File: src/rtl/vga_pkg.sv
// Shared widths and 720p60 raster constants for the VGA timing generator.
// The *_720P values are the parameter defaults of vga_timing.
package vga_pkg;

  localparam int X_W = 11;
  localparam int Y_W = 10;

  localparam int H_ACTIVE_720P = 1280;
  localparam int H_FP_720P     = 110;
  localparam int H_SYNC_720P   = 40;
  localparam int H_BP_720P     = 220;

  localparam int V_ACTIVE_720P = 720;
  localparam int V_FP_720P     = 5;
  localparam int V_SYNC_720P   = 5;
  localparam int V_BP_720P     = 20;

  localparam int H_TOTAL_720P      = H_ACTIVE_720P + H_FP_720P + H_SYNC_720P + H_BP_720P;
  localparam int V_TOTAL_720P      = V_ACTIVE_720P + V_FP_720P + V_SYNC_720P + V_BP_720P;
  localparam int H_SYNC_START_720P = H_ACTIVE_720P + H_FP_720P;
  localparam int H_SYNC_END_720P   = H_SYNC_START_720P + H_SYNC_720P;
  localparam int V_SYNC_START_720P = V_ACTIVE_720P + V_FP_720P;
  localparam int V_SYNC_END_720P   = V_SYNC_START_720P + V_SYNC_720P;

  typedef logic [X_W-1:0] x_t;
  typedef logic [Y_W-1:0] y_t;

  function automatic int axis_total(int active, int fp, int sync, int bp);
    return active + fp + sync + bp;
  endfunction

  function automatic int sync_start(int active, int fp);
    return active + fp;
  endfunction

endpackage

File: src/rtl/vga_axis_counter.sv
// Generic wrap counter for one raster axis with a registered sync-window decode.
// Reset parks the count on its last value so the first enabled edge lands on 0.
module vga_axis_counter #(
  parameter int W          = 11,
  parameter int TOTAL      = 1650,
  parameter int ACTIVE     = 1280,
  parameter int SYNC_START = 1390,
  parameter int SYNC_END   = 1430,
  parameter bit POL        = 1'b1
) (
  input  logic         clk,
  input  logic         rst_n,
  input  logic         en,
  output logic [W-1:0] cnt,
  output logic         sync,
  output logic         wrap,
  output logic         act_nxt
);

  localparam logic [W-1:0] LAST    = W'(TOTAL - 1);
  localparam logic [W-1:0] SYNC_LO = W'(SYNC_START);
  localparam logic [W-1:0] SYNC_HI = W'(SYNC_END);
  localparam logic [W-1:0] ACT_HI  = W'(ACTIVE);

  logic [W-1:0] cnt_q, cnt_d;
  logic         sync_q, sync_d;
  logic         in_win;

  always_comb begin
    cnt_d = cnt_q;
    if (en) begin
      cnt_d = (cnt_q == LAST) ? '0 : cnt_q + 1'b1;
    end
    // Decode from the next count so sync lines up with the count it belongs to.
    in_win  = (cnt_d >= SYNC_LO) && (cnt_d < SYNC_HI);
    sync_d  = in_win ? POL : ~POL;
    act_nxt = (cnt_d < ACT_HI);
  end

  always_ff @(posedge clk) begin
    if (!rst_n) begin
      cnt_q  <= LAST;
      sync_q <= ~POL;
    end else begin
      cnt_q  <= cnt_d;
      sync_q <= sync_d;
    end
  end

  assign cnt  = cnt_q;
  assign sync = sync_q;
  assign wrap = (cnt_q == LAST);

endmodule

File: src/rtl/vga_timing.sv
// Raster timing generator: x/y scan position, active qualifier, syncs and
// frame/line/vblank strobes, all registered, advancing on clk when en=1.
module vga_timing
  import vga_pkg::*;
#(
  parameter int H_ACTIVE = H_ACTIVE_720P,
  parameter int H_FP     = H_FP_720P,
  parameter int H_SYNC   = H_SYNC_720P,
  parameter int H_BP     = H_BP_720P,
  parameter int V_ACTIVE = V_ACTIVE_720P,
  parameter int V_FP     = V_FP_720P,
  parameter int V_SYNC   = V_SYNC_720P,
  parameter int V_BP     = V_BP_720P,
  parameter bit HS_POL   = 1'b1,
  parameter bit VS_POL   = 1'b1
) (
  input  logic           clk,
  input  logic           rst_n,
  input  logic           en,
  output logic [X_W-1:0] x,
  output logic [Y_W-1:0] y,
  output logic           active,
  output logic           hsync,
  output logic           vsync,
  output logic           frame_start,
  output logic           line_start,
  output logic           vblank_start
);

  localparam int H_TOTAL      = axis_total(H_ACTIVE, H_FP, H_SYNC, H_BP);
  localparam int V_TOTAL      = axis_total(V_ACTIVE, V_FP, V_SYNC, V_BP);
  localparam int H_SYNC_START = sync_start(H_ACTIVE, H_FP);
  localparam int H_SYNC_END   = H_SYNC_START + H_SYNC;
  localparam int V_SYNC_START = sync_start(V_ACTIVE, V_FP);
  localparam int V_SYNC_END   = V_SYNC_START + V_SYNC;

  localparam y_t V_LAST_ACTIVE = Y_W'(V_ACTIVE - 1);

  x_t   x_cnt;
  y_t   y_cnt;
  logic h_wrap, v_wrap;
  logic h_act_nxt, v_act_nxt;
  logic v_en;

  logic active_q, active_d;
  logic frame_start_q, frame_start_d;
  logic line_start_q, line_start_d;
  logic vblank_start_q, vblank_start_d;

  assign v_en = en & h_wrap;

  vga_axis_counter #(
    .W          (X_W),
    .TOTAL      (H_TOTAL),
    .ACTIVE     (H_ACTIVE),
    .SYNC_START (H_SYNC_START),
    .SYNC_END   (H_SYNC_END),
    .POL        (HS_POL)
  ) u_h (
    .clk     (clk),
    .rst_n   (rst_n),
    .en      (en),
    .cnt     (x_cnt),
    .sync    (hsync),
    .wrap    (h_wrap),
    .act_nxt (h_act_nxt)
  );

  vga_axis_counter #(
    .W          (Y_W),
    .TOTAL      (V_TOTAL),
    .ACTIVE     (V_ACTIVE),
    .SYNC_START (V_SYNC_START),
    .SYNC_END   (V_SYNC_END),
    .POL        (VS_POL)
  ) u_v (
    .clk     (clk),
    .rst_n   (rst_n),
    .en      (v_en),
    .cnt     (y_cnt),
    .sync    (vsync),
    .wrap    (v_wrap),
    .act_nxt (v_act_nxt)
  );

  // Strobes are pure functions of this edge, so they self-clear when en drops.
  always_comb begin
    active_d       = h_act_nxt & v_act_nxt;
    line_start_d   = v_en;
    frame_start_d  = v_en & v_wrap;
    vblank_start_d = v_en & (y_cnt == V_LAST_ACTIVE);
  end

  always_ff @(posedge clk) begin
    if (!rst_n) begin
      active_q       <= 1'b0;
      frame_start_q  <= 1'b0;
      line_start_q   <= 1'b0;
      vblank_start_q <= 1'b0;
    end else begin
      active_q       <= active_d;
      frame_start_q  <= frame_start_d;
      line_start_q   <= line_start_d;
      vblank_start_q <= vblank_start_d;
    end
  end

  assign x            = x_cnt;
  assign y            = y_cnt;
  assign active       = active_q;
  assign frame_start  = frame_start_q;
  assign line_start   = line_start_q;
  assign vblank_start = vblank_start_q;

endmodule
File: config.mk
export PLATFORM = sky130hd
export DESIGN_NAME = vga_timing
export DESIGN_NICKNAME = d
export VERILOG_FILES = /design/src/rtl/vga_pkg.sv /design/src/rtl/vga_axis_counter.sv /design/src/rtl/vga_timing.sv
export SDC_FILE = /design/constraint.sdc
export NUM_CORES = 1
export LEC_CHECK = 0
export CORE_MARGIN = 5
export CORE_UTILIZATION = 46
export DETAILED_ROUTE_END_ITERATION = 8
export GPL_TIMING_DRIVEN = 1
export PLACE_DENSITY = 0.75
export SETUP_SLACK_MARGIN = 0.15
export SLEW_MARGIN = 25
export SYNTH_ARGS = -nofsm -noshare
export SYNTH_HDL_FRONTEND = slang
export SYNTH_SLANG_ARGS = --single-unit
File: constraint.sdc
create_clock -name clk -period 2.3 [get_ports clk]
set_input_delay 0.23 -clock clk [delete_from_list [all_inputs] [get_ports clk]]
set_output_delay 0.23 -clock clk [all_outputs]
set_load 0.03 [all_outputs]
==> impl_metrics.env <==
export IMPL_dpl_hpwl_um=2770
export IMPL_globalplace_congestion=0.846
export IMPL_areaGrowthSynthToFinish_pct=32.7
export IMPL_combPwrFrac=0.541
export IMPL_worstPathCellList="or4_4 -> or4_4 -> o2bb2ai_2 -> a31oi_1 -> and4b_1 -> buf_4 -> a211oi_2"
export IMPL_synthArstFlopShare=0
export IMPL_drive_gt1_frac=0.203
export IMPL_r2r_start="u_h.cnt[2]"
export IMPL_via_per_inst=5.62
export IMPL_drcViolationCount=0
export IMPL_grt_usage=0.176
export IMPL_status="complete, but fails checks"
export IMPL_fp_row_count=21
export IMPL_htree_levels=1
export IMPL_vdd_drop_max_mv=0.533
export IMPL_synth_edff_count=0
export IMPL_rsz0062_at_grt="true"
export IMPL_cellPowerDensity_mw_per_mm2=871
export IMPL_multiInputGateArea_um2=971
export IMPL_cp_required_ps=2570
export IMPL_place_worst_setup_slack_ps=-7.85
export IMPL_arrival_ps=2600
export IMPL_drt_initial_drc_count=92
export IMPL_yosys_register_bits=27
export IMPL_violations="negative setup slack"
export IMPL_start_util=0.476
export IMPL_worst_slew_pin_slew_ps=584
export IMPL_yosysTopAreaCellShare=0.340
export IMPL_first_pass_iters=4
export IMPL_min_from="u_h.cnt[0]"
export IMPL_min_to="u_h.cnt[0]"
export IMPL_nets=245
export IMPL_routed_wl_um=4060
export IMPL_wl_per_cell_um=14.3
export IMPL_ys_types=48
export IMPL_cts_tree="built"
export IMPL_worstPathMaxFanout=6
export IMPL_seq_area_frac_synth=0.340
export IMPL_p_seq_frac=0.339
export IMPL_ant_nets=0
export IMPL_startpoint_type="flip-flop"
export IMPL_ios=30
export IMPL_intPower_w=0.00103
export IMPL_slew_viol_final=0
export IMPL_hold_violations=0
export IMPL_cts_sinks=27
export IMPL_grt_overflow=0
export IMPL_p_leak_nw=0.841
export IMPL_diodes=0
export IMPL_clkPwrFrac=0.120
export IMPL_cpMostUsedCell="or4_4"
export IMPL_grt_pass1_wl_um=6330
export IMPL_cpMaxStageDelayCell="or4_4"
export IMPL_avgSynthCellArea_um2=8.32
export IMPL_die_width_um=68.8
export IMPL_grt_pass1_vias=1377
export IMPL_clk_latency_ps=340
export IMPL_max_freq_mhz=429
export IMPL_crit_buf_inv=1
export IMPL_coreArea_mm2=0.00334
export IMPL_cts_buffers=3
export IMPL_worstRegToRegCells=7
export IMPL_fillers=302
export IMPL_ys_dominant_reg_cell="dfxtp_1"
export IMPL_syn_area_mm2=0.00159
export IMPL_antenna_found_initial=0
export IMPL_hp_class="reg -> reg"
export IMPL_vias=1591
export IMPL_yosysTopAreaCell="dfxtp_1"
export IMPL_p_sw_w=0.000810
export IMPL_synth_nets=198
export IMPL_r2r_end="active"
export IMPL_skew_ps=4.80
export IMPL_hold_depth=1
export IMPL_cts_root_buf="clkbuf_4"
export IMPL_setup_violations_final=1
export IMPL_slowest_delay_ps=550
export IMPL_synth_area_leaders="dfxtp_1, nand2_1, o21ai_0, xor2_1, xnor2_1"
export IMPL_r2r_slack_ps=-30
export IMPL_post_route_util=0.632
export IMPL_p_sw_frac=0.441
export IMPL_dieArea_mm2=0.00473
export IMPL_portBuffers=29
export IMPL_syn_inst=191
export IMPL_cp_end_kind="flip-flop"
export IMPL_worst_slack_ps=-29.2
export IMPL_critPathKind="reg -> reg"
export IMPL_grt_max_degree=17
export IMPL_dieHeight_um=68.8
export IMPL_maxCapViolCount=0
export IMPL_period_share=1.01
export IMPL_slew_limit_headroom=0.608
export IMPL_regArea_um2=551
export IMPL_yosys_warnings=0
export IMPL_crit_family="simple AND/OR/NAND/NOR gates"
export IMPL_period_needed_ps=2330
export IMPL_cts_clk_slew_worst_paths_ps=150
export IMPL_clk_path_buf_depth=2
[cell usage after synthesis (all sizes together), types with 2 or more instances]
cell,number
a211oi,2
a21oi,6
a31oi,5
and2,4
and3,5
and4,4
buf,4
clkbuf,8
dfxtp,27
ha,4
inv,5
nand2,23
nand2b,3
nand3,10
nand4,5
nor2,12
nor3,5
nor3b,2
nor4,3
o211ai,3
o21ai,14
o22ai,3
o31ai,3
or4,3
xnor2,6
xor2,8
[placed cells by master, fill, tap and decap left out, types with 2 or more instances in the layout]
master / n
and3_1: 5
dfxtp_1: 23
a21oi_1: 6
xnor2_1: 5
and4_1: 3
nand4_1: 5
nor2_1: 12
o211ai_1: 3
nand2b_1: 3
o21ai_0: 13
ha_1: 4
dfxtp_4: 2
clkdlybuf4s50_1: 29
buf_4: 24
nand3_1: 10
and2_1: 3
nor3b_1: 2
o22ai_1: 3
xor2_1: 8
nor4_2: 2
clkbuf_4: 3
nor3_1: 5
nand2_1: 23
dfxtp_2: 2
a31oi_1: 5
o31ai_1: 3
or4_4: 2
inv_1: 5
[state kept, by name, indices dropped and copies added (netlist names)]
register / flops
u_v.sync: 1
vblank_start: 1
active: 1
u_h.cnt: 11
frame_start: 1
u_v.cnt: 10
u_h.sync: 1
line_start: 1
[per-stage QoR]
stage                     hold slack [ps]  total power, W  instances  setup TNS [ps]  cell area, um^2
final                                 554         0.00184        283           -29.2             2110
after global routing                  574         0.00195        283            -139             2110
after CTS                             554         0.00177        278               0             2060
after detailed placement              531         0.00154        273           -7.85             2010
after global placement                523         0.00153        273               0             2010
after floorplan                       446         0.00123        191               0             1600
[power groups by stage]
| stage | clock network, W | registers [W] | logic, W |
|---|---|---|---|
| 6_report | 0.000220 | 0.000621 | 0.000994 |
| 3_5_place_dp | 0 | 0.000626 | 0.000910 |
| 3_3_place_gp | 0 | 0.000627 | 0.000904 |
| 5_1_grt | 0.000250 | 0.000631 | 0.00107 |
| 4_1_cts | 0.000223 | 0.000617 | 0.000927 |
| 2_1_floorplan | 0 | 0.000762 | 0.000471 |
[logic make-up after synthesis]
logic type,synth area share
compound gates,0.170
xor+xnor,0.0772
fa+ha+maj,0.0315
buf+inv,0.0677
flops,0.340
simple gates,0.313
[repair_timing]
| action | 4_1_cts | 5_1_grt |
|---|---|---|
| pin swaps | 2 | 0 |
| resized for setup | 3 | 3 |
| endpoints found under the hold margin | 0 | 0 |
| hold buffers | 0 | 0 |
| endpoints found under the setup margin | 3 | 4 |
| buffers inserted | 1 | 5 |
[area by class of cell]
| cell class | instances | share of cell area |
|---|---|---|
| Clock inverter | 1 | 0.00297 |
| Tap cell | 46 | 0.0273 |
| Timing Repair Buffer | 54 | 0.228 |
| Sequential cell | 27 | 0.261 |
| Inverter | 5 | 0.00890 |
| Clock buffer | 3 | 0.0107 |
| Multi-Input combinational cell | 147 | 0.461 |
[how the worst max path moves through the flow]
stage          startpoint  endpoint  slack [ps]  cells after the start
2_1_floorplan  u_h.cnt[2]  u_v.sync           2                      7
3_3_place_gp           en  u_v.sync          50                      7
3_5_place_dp           en  u_v.sync          -8                      7
4_1_cts        u_h.cnt[2]  u_v.sync           3                      6
5_1_grt        u_h.cnt[3]    active         -80                      7
6_report       u_h.cnt[2]    active         -30                      7
[metal layers]
layer  global-route usage  up-vias  routed length [um]
li1                     -      794                   -
met4               0.0681        0                  61
met1                0.256      742                1930
met2                0.265       47                1860
met5                    0        -                   0
met3               0.0211        8                 206
(Power assumes the default switching activity.)
